--- src/rtl/pipe_alu.sv ---
`default_nettype none
// ============================================================================
// Module   : pipe_alu
// Purpose  : Valid/ready ALU with a single-entry registered output and an
//            iterative shift-add multiplier (one multiplier bit per cycle).
// Revision : 1.0 - initial release
// ============================================================================
module pipe_alu #(
  parameter int WIDTH = 8,
  parameter int SHW   = $clog2(WIDTH)
) (
  input  logic             clk,
  input  logic             rst_n,
  input  logic             in_valid,
  output logic             in_ready,
  input  logic [WIDTH-1:0] A,
  input  logic [WIDTH-1:0] B,
  input  logic [3:0]       opcode,
  output logic             out_valid,
  input  logic             out_ready,
  output logic [WIDTH-1:0] result,
  output logic             overflow,
  output logic             negative,
  output logic             zero,
  output logic             carry,
  output logic             illegal,
  output logic             busy
);

  localparam int         c_CNT_W  = $clog2(WIDTH + 1);
  localparam logic [3:0] c_OP_ADD = 4'b0000;
  localparam logic [3:0] c_OP_SUB = 4'b0001;
  localparam logic [3:0] c_OP_AND = 4'b0010;
  localparam logic [3:0] c_OP_OR  = 4'b0011;
  localparam logic [3:0] c_OP_XOR = 4'b0100;
  localparam logic [3:0] c_OP_NOT = 4'b0101;
  localparam logic [3:0] c_OP_SL1 = 4'b0110;
  localparam logic [3:0] c_OP_SR1 = 4'b0111;
  localparam logic [3:0] c_OP_SLT = 4'b1000;
  localparam logic [3:0] c_OP_MUL = 4'b1001;
  localparam logic [3:0] c_OP_SHL = 4'b1010;
  localparam logic [3:0] c_OP_ASR = 4'b1011;

  typedef enum logic [0:0] {IDLE = 1'b0, MUL = 1'b1} state_e;

  state_e               state_q;
  logic                 out_valid_q;
  logic [WIDTH-1:0]     result_q;
  logic                 overflow_q, negative_q, zero_q, carry_q, illegal_q;
  logic [2*WIDTH-1:0]   acc_q, mcand_q;
  logic [WIDTH-1:0]     mplier_q;
  logic [c_CNT_W-1:0]   cnt_q;

  logic [WIDTH:0]       sum_ext, dif_ext;
  logic [WIDTH-1:0]     alu_res_d;
  logic                 alu_ovf_d, alu_cy_d, alu_ill_d;
  logic [2*WIDTH-1:0]   acc_d;
  logic                 mul_last;
  logic                 accept;

  assign in_ready  = (state_q == IDLE) && (!out_valid_q || out_ready);
  assign accept    = in_valid && in_ready;
  assign busy      = (state_q == MUL);
  assign out_valid = out_valid_q;
  assign result    = result_q;
  assign overflow  = overflow_q;
  assign negative  = negative_q;
  assign zero      = zero_q;
  assign carry     = carry_q;
  assign illegal   = illegal_q;

  // Single-cycle datapath; MUL is handled by the iterative unit below.
  always_comb begin
    sum_ext   = {1'b0, A} + {1'b0, B};
    dif_ext   = {1'b0, A} - {1'b0, B};
    alu_res_d = '0;
    alu_ovf_d = 1'b0;
    alu_cy_d  = 1'b0;
    alu_ill_d = 1'b0;
    case (opcode)
      c_OP_ADD: begin
        alu_res_d = sum_ext[WIDTH-1:0];
        alu_cy_d  = sum_ext[WIDTH];
        alu_ovf_d = (A[WIDTH-1] == B[WIDTH-1]) && (sum_ext[WIDTH-1] != A[WIDTH-1]);
      end
      c_OP_SUB: begin
        alu_res_d = dif_ext[WIDTH-1:0];
        alu_cy_d  = dif_ext[WIDTH];
        alu_ovf_d = (A[WIDTH-1] != B[WIDTH-1]) && (dif_ext[WIDTH-1] != A[WIDTH-1]);
      end
      c_OP_AND: alu_res_d = A & B;
      c_OP_OR:  alu_res_d = A | B;
      c_OP_XOR: alu_res_d = A ^ B;
      c_OP_NOT: alu_res_d = ~A;
      c_OP_SL1: begin
        alu_res_d = {A[WIDTH-2:0], 1'b0};
        alu_cy_d  = A[WIDTH-1];
      end
      c_OP_SR1: alu_res_d = {1'b0, A[WIDTH-1:1]};
      c_OP_SLT: alu_res_d = {{(WIDTH-1){1'b0}}, (A < B)};
      c_OP_MUL: alu_res_d = '0;
      c_OP_SHL: alu_res_d = A << B[SHW-1:0];
      c_OP_ASR: alu_res_d = $signed(A) >>> B[SHW-1:0];
      default:  alu_ill_d = 1'b1;
    endcase
  end

  assign acc_d    = acc_q + (mplier_q[0] ? mcand_q : {(2*WIDTH){1'b0}});
  assign mul_last = (cnt_q == c_CNT_W'(WIDTH - 1));

  always_ff @(posedge clk or negedge rst_n) begin
    if (!rst_n) begin
      state_q     <= IDLE;
      out_valid_q <= 1'b0;
      result_q    <= '0;
      overflow_q  <= 1'b0;
      negative_q  <= 1'b0;
      zero_q      <= 1'b0;
      carry_q     <= 1'b0;
      illegal_q   <= 1'b0;
      acc_q       <= '0;
      mcand_q     <= '0;
      mplier_q    <= '0;
      cnt_q       <= '0;
    end else begin
      case (state_q)
        IDLE: begin
          if (accept && (opcode == c_OP_MUL)) begin
            // Output slot is free (or being consumed now), so it stays empty during MUL.
            state_q     <= MUL;
            out_valid_q <= 1'b0;
            acc_q       <= '0;
            mcand_q     <= {{WIDTH{1'b0}}, A};
            mplier_q    <= B;
            cnt_q       <= '0;
          end else if (accept) begin
            out_valid_q <= 1'b1;
            result_q    <= alu_res_d;
            overflow_q  <= alu_ovf_d;
            negative_q  <= alu_res_d[WIDTH-1];
            zero_q      <= (alu_res_d == '0);
            carry_q     <= alu_cy_d;
            illegal_q   <= alu_ill_d;
          end else if (out_valid_q && out_ready) begin
            out_valid_q <= 1'b0;
          end
        end
        MUL: begin
          acc_q    <= acc_d;
          mcand_q  <= mcand_q << 1;
          mplier_q <= mplier_q >> 1;
          cnt_q    <= cnt_q + c_CNT_W'(1);
          if (mul_last) begin
            state_q     <= IDLE;
            out_valid_q <= 1'b1;
            result_q    <= acc_d[WIDTH-1:0];
            overflow_q  <= |acc_d[2*WIDTH-1:WIDTH];
            negative_q  <= acc_d[WIDTH-1];
            zero_q      <= (acc_d[WIDTH-1:0] == '0);
            carry_q     <= 1'b0;
            illegal_q   <= 1'b0;
          end
        end
        default: state_q <= IDLE;
      endcase
    end
  end

endmodule
`default_nettype wire

--- config.mk ---
export PLATFORM = sky130hd
export DESIGN_NAME = pipe_alu
export DESIGN_NICKNAME = d
export VERILOG_FILES = /design/src/rtl/pipe_alu.sv
export SDC_FILE = /design/constraint.sdc
export NUM_CORES = 1
export LEC_CHECK = 0
export CORE_ASPECT_RATIO = 2
export CORE_MARGIN = 5
export CORE_UTILIZATION = 25
export CTS_CLUSTER_DIAMETER = 50
export CTS_CLUSTER_SIZE = 20
export DETAILED_ROUTE_END_ITERATION = 8
export SETUP_SLACK_MARGIN = 0.5
export SLEW_MARGIN = 20
export SYNTH_ARGS = -nofsm -noshare
export SYNTH_HDL_FRONTEND = slang
export SYNTH_SLANG_ARGS = --single-unit
--- constraint.sdc ---
create_clock -name clk -period 5 [get_ports clk]
set_input_delay 0.75 -clock clk [delete_from_list [all_inputs] [get_ports clk]]
set_output_delay 0.75 -clock clk [all_outputs]
set_load 0.01 [all_outputs]
==> metrics.cfg, run 1 <==
[run_status]
status=finished, final reports clean

[worst_setup_path]
rr_startpoint=mplier_q[0]
rr_endpoint=overflow
criticalPathCategory=input pin to flop
reg2reg_setup_slack_ns=1.43
crit_arrival_ns=3.98
r2r.worst_path.cells=11
worst_setup_path_endpoint=result[5]
worst_ep_required_time_ns=5.22
worst_setup_path_startpoint=A[3]
startpoint_kind_of_the_worst_setup_timing_path=input pin
cp_max_fo=10
endpoint_kind=flop

[synth]
postSynthAreaPerCell_um2=7.87
synth.yosys.warnings=0
mappedNetlistArea_mm2=0.00529
synth.yosys.seq_area_share_pct=27.5
synth_cell_types=66
number_of_storage_elements_in_the_synthesis_netlist=58
syn_inst=672
yosys_most_used_dff=sky130_fd_sc_hd__dfrtp_1
count_of_flip_flops_with_a_built_in_enable_after_synthesis=0
asyncSetResetFlopFracSynth_pct=100
syn-num-nets=740

[timing]
setup_tns_ns=0
relSlewSlack_pct=33.6
finalClockSkew_ns=0.00822
hold_viol=0
total_count_of_max_transition_violations_in_the_final_report=0
achievable_freq_ghz=0.266
final_report_setup_violation_count=0
unrepaired_setup_endpoints_after_global_routing=false
worst-slew-pin-transition_ns=0.987
finalWorstPathRequiredPeriod_ns=3.76
min_period_over_period_pct=75.3

[detailed_routing]
totalWireLength_mm=18.3
detailroute.via_count=5127
drt-pass1-iter-count=5
dr.first_iter.drc_count=227
remaining_number_of_nets_flagged_by_the_antenna_check_after_routing=0
vias_per_cell=5.32
wl_per_cell_um=19.0
post-route-drc-count=0

[final_layout]
final_nets=758
nFillCells=2278
final_design_area_no_fill_mm2=0.00625
n_antenna_cell=0
layout-area-overhead-vs-synth_pct=18.2
post_route_cells_drive_above_1_share_pct=8.35

[place]
place.port_buffers=39
globalplace.congestion=0.984
post-dp-hpwl_mm=14.4
detailed_place.area_mm2=0.00592

[clock_network]
cts_tree=done
cts.sinks=58
holdBufCountCts=0
worstSkewPairLatency_ns=0.34
total_number_of_h_tree_levels=3
postCtsSetupRepairBufs=0
ctsResizeCount=0
cts.clk_slew.worst_paths_ns=0.06
clk_path_buf_depth=2
cts.root.buffer_cell=sky130_fd_sc_hd__clkbuf_16
cts_buffers=9

[pwr]
switching_power_w=0.000926
pwr-share-seq_pct=32.2
leakagePower_nw=2.66
power.ir.vdd_worst_uv=156
share_comb_of_total_power_pct=39.4
clockPowerShare_pct=28.4
switching_share_pct=38.8
intPower_w=0.00146
p_per_area_mw_per_mm2=383

[floorplanning]
starting_density_of_the_core_pct=25.3
chipWidth_um=113
ioPinCount=40
dieArea_mm2=0.0243
fp.coreArea_mm2=0.0209
fp.dieH_um=216
std_cell_rows=75

[worst_hold_path]
worstHoldPathType=flop to flop

[global_routing]
wire_length_of_the_first_global_routing_pass_mm=28.2
grt_antenna_before_repair=0
groute.usage.overall_pct=15.0
gr-usage-met3_pct=1.65
grtUsageMet2_pct=28.1
grt_max_degree=77
grt.overflow.total=0
globalRouteMet1Util_pct=13.0
first_global_vias=5271
gr-max-usage-layer=met2

[flow_run]
timing.max_cap.violations=0

## state kept, by name, summed over array words and instances, names as in the netlist, 4 cells and up
name      flops
result        8
mplier_q      8
acc_q        16
cnt_q         4
mcand_q      16
## cell type report
| cell class | count | area, µm² | area share, % |
|---|---|---|---|
| clock buffer | 9 | 225 | 3.61 |
| timing repair buffer | 53 | 490 | 7.85 |
| sequential | 58 | 1450 | 23.3 |
| multi-input combinational | 541 | 3540 | 56.7 |
| inverter | 27 | 101 | 1.62 |
| tap | 269 | 337 | 5.39 |
| clock inverter | 7 | 101 | 1.62 |
## logic make-up (layout without fill, tap and decap cells)
kind of cell             after synthesis  in the layout  share of synthesized area (%)
AO/OA/AOI/OAI                        209            209                           25.4
XOR/XNOR                              15             15                           2.49
adder cells (fa/ha/maj)               44             44                           10.8
buffers and inverters                 73             96                           5.63
flip-flops                            58             58                           27.5
multiplexers                          22             22                           5.92
AND/OR/NAND/NOR                      251            251                           22.3
## Yosys cell counts (3+ instances only)
master	n	area, µm²
sky130_fd_sc_hd__nand2_1	91	342
sky130_fd_sc_hd__o21ai_0	68	340
sky130_fd_sc_hd__nor2_1	59	221
sky130_fd_sc_hd__dfrtp_1	58	1450
sky130_fd_sc_hd__a21oi_1	46	230
sky130_fd_sc_hd__ha_1	41	513
sky130_fd_sc_hd__clkbuf_1	29	109
sky130_fd_sc_hd__inv_1	24	90.1
sky130_fd_sc_hd__nand3_1	22	110
sky130_fd_sc_hd__and2_1	16	100
sky130_fd_sc_hd__buf_2	16	80.1
sky130_fd_sc_hd__nand2b_1	15	93.8
sky130_fd_sc_hd__nor3_1	15	75.1
sky130_fd_sc_hd__xnor2_1	12	105
sky130_fd_sc_hd__a211oi_1	11	82.6
sky130_fd_sc_hd__mux2i_1	11	110
sky130_fd_sc_hd__a21o_1	9	67.6
sky130_fd_sc_hd__o22ai_1	9	56.3
sky130_fd_sc_hd__mux4_2	7	158
sky130_fd_sc_hd__o211ai_1	7	52.6
sky130_fd_sc_hd__nor2b_1	6	37.5
sky130_fd_sc_hd__a32oi_1	5	43.8
sky130_fd_sc_hd__or2_2	5	31.3
sky130_fd_sc_hd__or3_1	5	31.3
sky130_fd_sc_hd__a31oi_1	4	25.0
sky130_fd_sc_hd__mux2_2	4	45.0
sky130_fd_sc_hd__nor4_1	4	25.0
sky130_fd_sc_hd__o21bai_1	4	30.0
sky130_fd_sc_hd__o31ai_1	4	30.0
sky130_fd_sc_hd__a211o_1	3	26.3
sky130_fd_sc_hd__a21boi_0	3	22.5
sky130_fd_sc_hd__a311oi_1	3	26.3
sky130_fd_sc_hd__and3_1	3	18.8
sky130_fd_sc_hd__fa_1	3	60.1
sky130_fd_sc_hd__o2111ai_1	3	26.3
sky130_fd_sc_hd__o221ai_1	3	26.3
sky130_fd_sc_hd__xor2_1	3	26.3
## cells in the final DEF, fill, tap and decap left out, drive strengths merged, types with 5 or more instances in the layout
cell type	count
mux4	7
nor2	59
buf	15
a32oi	5
nand2	91
o211ai	7
ha	41
a21oi	46
nor3	15
mux2i	11
xnor2	12
dfrtp	58
nor4	6
a211oi	12
nand2b	15
clkbuf	9
or3	5
o22ai	9
a21o	10
nand3	22
nor2b	6
clkdlybuf4s50	38
and2	16
o21ai	68
inv	27
or2	5
## per-stage QoR
| step | hold WS (ns) | worst slack (ns) | std cells | util [%] | power [W] |
|---|---|---|---|---|---|
| floorplan | 0.452 | 1.91 | 672 | - | 0.00135 |
| detailed placement | 0.466 | 0.916 | 948 | 28.3 | 0.00173 |
| CTS | 0.479 | 1.26 | 964 | 29.8 | 0.00241 |
| global placement | 0.460 | 1.12 | 948 | 28.3 | 0.00171 |
| finish | 0.478 | 1.24 | 964 | 29.8 | 0.00239 |
| global route | 0.502 | 0.927 | 964 | 29.8 | 0.00254 |
## critical path, cell delays in order
cell	delay [ns]
sky130_fd_sc_hd__clkdlybuf4s50_1	0.64
sky130_fd_sc_hd__inv_1	0.24
sky130_fd_sc_hd__ha_1	0.50
sky130_fd_sc_hd__nor3_1	0.12
sky130_fd_sc_hd__a2111oi_2	0.44
sky130_fd_sc_hd__o22a_1	0.20
sky130_fd_sc_hd__a21oi_1	0.06
sky130_fd_sc_hd__a2111oi_0	0.57
sky130_fd_sc_hd__o21ai_0	0.17
sky130_fd_sc_hd__mux2_2	0.29
## power groups by stage
stage | Sequential, W | Combinational (W) | Clock [W]
floorplan | 0.000744 | 0.000603 | 0
global placement | 0.000781 | 0.000930 | 0
detailed placement | 0.000782 | 0.000943 | 0
CTS | 0.000774 | 0.000946 | 0.000685
global route | 0.000792 | 0.00104 | 0.000707
finish | 0.000771 | 0.000942 | 0.000678
## metal layers
layer,wire [µm],up-vias,share of wire [%]
met5,0,-,0
met4,2000,0,11
met3,502,82,2.7
met2,9910,139,54
met1,5870,2458,32
li1,-,2448,-
## worst min-delay path by stage
stage          startpoint  endpoint  slack (ns)  cells after the start
3_3_place_gp      illegal   illegal        0.46                      2
5_1_grt           illegal   illegal        0.50                      2
3_5_place_dp      illegal   illegal        0.47                      2
2_1_floorplan       rst_n  acc_q[0]        0.45                      0
6_report          illegal   illegal        0.48                      2
4_1_cts           illegal   illegal        0.48                      2
No activity file was read; power rests on OpenSTA's default activity.
==> run 2, diff against run 1 <==
==> constraint.sdc (replaced) <==
create_clock -name clk -period 3.6 [get_ports clk]
set_input_delay 0.54 -clock clk [delete_from_list [all_inputs] [get_ports clk]]
set_output_delay 0.54 -clock clk [all_outputs]
set_load 0.01 [all_outputs]
==> metrics.cfg, run 2 (synthesized netlist as in run 1, its figures left out) <==
[worst_setup_path]
startpoint_kind_of_the_worst_setup_timing_path=flop
reg2reg_setup_slack_ns=0.36
worst_setup_path_endpoint=overflow
rr_endpoint=overflow
cp_max_fo=3
criticalPathCategory=flop to flop
endpoint_kind=flop
worst_setup_path_startpoint=mcand_q[0]
worst_ep_required_time_ns=3.80
r2r.worst_path.cells=11
crit_arrival_ns=3.44
rr_startpoint=mcand_q[0]

[timing]
setup_tns_ns=0
finalWorstPathRequiredPeriod_ns=3.24
relSlewSlack_pct=52.6
hold_viol=0
worst-slew-pin-transition_ns=0.711
min_period_over_period_pct=89.9
unrepaired_setup_endpoints_after_global_routing=true
achievable_freq_ghz=0.309
total_count_of_max_transition_violations_in_the_final_report=0
final_report_setup_violation_count=0
finalClockSkew_ns=0.00454

[clock_network]
clk_path_buf_depth=2
cts.root.buffer_cell=sky130_fd_sc_hd__clkbuf_16
worstSkewPairLatency_ns=0.33
cts.clk_slew.worst_paths_ns=0.05
cts_buffers=9
cts_tree=done
total_number_of_h_tree_levels=3
cts.sinks=58
holdBufCountCts=0

[floorplanning]
std_cell_rows=75
fp.coreArea_mm2=0.0209
chipWidth_um=113
dieArea_mm2=0.0243
ioPinCount=40
starting_density_of_the_core_pct=25.3
fp.dieH_um=216

[run_status]
status=finished, final reports clean

[worst_hold_path]
worstHoldPathType=input pin to async pin

[final_layout]
nFillCells=2223
final_nets=794
n_antenna_cell=0
layout-area-overhead-vs-synth_pct=24.1
layout.cells.most_common_list=sky130_fd_sc_hd__nand2_1, sky130_fd_sc_hd__o21ai_0, sky130_fd_sc_hd__nor2_1
post_route_cells_drive_above_1_share_pct=14.5
largest_registers=acc_q x16, mcand_q x16
final_common_cell=sky130_fd_sc_hd__nand2_1

[detailed_routing]
detailroute.via_count=5406
wl_per_cell_um=19.5
totalWireLength_mm=19.5
drt-pass1-iter-count=5
remaining_number_of_nets_flagged_by_the_antenna_check_after_routing=0
post-route-drc-count=0
vias_per_cell=5.41
dr.first_iter.drc_count=397

[pwr]
p_per_area_mw_per_mm2=496
leakagePower_nw=2.82
power.ir.vdd_worst_uv=256
power.total_w=0.00326

[place]
globalplace.congestion=1.04
post-dp-hpwl_mm=15.5
place.port_buffers=39

[global_routing]
groute.usage.overall_pct=15.8
grt_antenna_before_repair=0
grt_max_degree=79
first_global_vias=5392
wire_length_of_the_first_global_routing_pass_mm=29.9
grt.overflow.total=0

[flow_run]
timing.max_cap.violations=0

run 2: cell count changes in the layout (fill, tap and decap cells not counted), moves of 2 or more:
| cell | change |
|---|---|
| sky130_fd_sc_hd__fa_2 | +2 |
| sky130_fd_sc_hd__a21oi_1 | -2 |
| sky130_fd_sc_hd__buf_6 | +2 |
| sky130_fd_sc_hd__clkinv_2 | +2 |
| sky130_fd_sc_hd__fa_1 | -2 |
| sky130_fd_sc_hd__buf_4 | +34 |
| sky130_fd_sc_hd__bufinv_16 | -2 |
run 2: worst min path at each step:
| stage | start | to | slack [ns] | cells past startpoint |
|---|---|---|---|---|
| detailed placement | carry | carry | 0.47 | 2 |
| finish | rst_n | out_valid | 0.24 | 1 |
| CTS | rst_n | carry | 0.24 | 1 |
| floorplan | rst_n | acc_q[0] | 0.24 | 0 |
| global route | rst_n | out_valid | 0.29 | 1 |
| global placement | illegal | illegal | 0.46 | 2 |
run 2: timing repair:
item,4_1_cts,5_1_grt
buffers inserted,0,2
endpoints found under the setup margin,3,5
pin swaps,0,5
gates resized for setup,5,16
run 2: routing by layer:
metal	vias to the layer above	GRT usage, %	share of wire [%]
met5	-	0	0
met1	2561	13.6	31
met3	94	2.07	4.2
met2	221	31.0	56
met4	0	13.1	8.9
li1	2530	-	-
run 2: area by class of cell:
cell class / instances / area [µm²] / share of cell area (%)
clock buffers: 10 / 239 / 3.64
clock inverters: 6 / 41.3 / 0.629
inverters: 27 / 101 / 1.54
multi-input cells: 541 / 3620 / 55.2
flip-flops and latches: 58 / 1450 / 22.1
well taps: 269 / 337 / 5.13
repair buffers: 89 / 767 / 11.7
run 2: metrics by stage:
step / hold slack (ns) / std cells / instance area (µm²) / utilization [%] / setup WS [ns]
floorplan: 0.244 / 672 / 5290 / - / 0.528
global placement: 0.463 / 982 / 6170 / 29.5 / 0.0998
detailed placement: 0.467 / 982 / 6170 / 29.5 / 0.0680
CTS: 0.241 / 998 / 6470 / 30.9 / 0.366
global route: 0.290 / 1000 / 6560 / 31.3 / 0.243
finish: 0.240 / 1000 / 6560 / 31.3 / 0.363
run 2: power breakdown:
group | switching (W) | internal [W]
Sequential | 0.000184 | 0.000879
Clock | 0.000311 | 0.000483
Combinational | 0.000811 | 0.000587
Total | 0.00131 | 0.00195
run 2: critical path, stage by stage (launching register included):
cell                       delay [ns]
sky130_fd_sc_hd__dfrtp_1         0.38
sky130_fd_sc_hd__and2_4          0.18
sky130_fd_sc_hd__ha_4            0.17
sky130_fd_sc_hd__fa_2            0.38
sky130_fd_sc_hd__a211oi_2        0.27
sky130_fd_sc_hd__nor2_2          0.08
sky130_fd_sc_hd__o21a_1          0.20
sky130_fd_sc_hd__o41a_1          0.34
sky130_fd_sc_hd__xor2_1          0.17
sky130_fd_sc_hd__or4b_4          0.51
sky130_fd_sc_hd__nor4_4          0.29
sky130_fd_sc_hd__a31oi_1         0.12
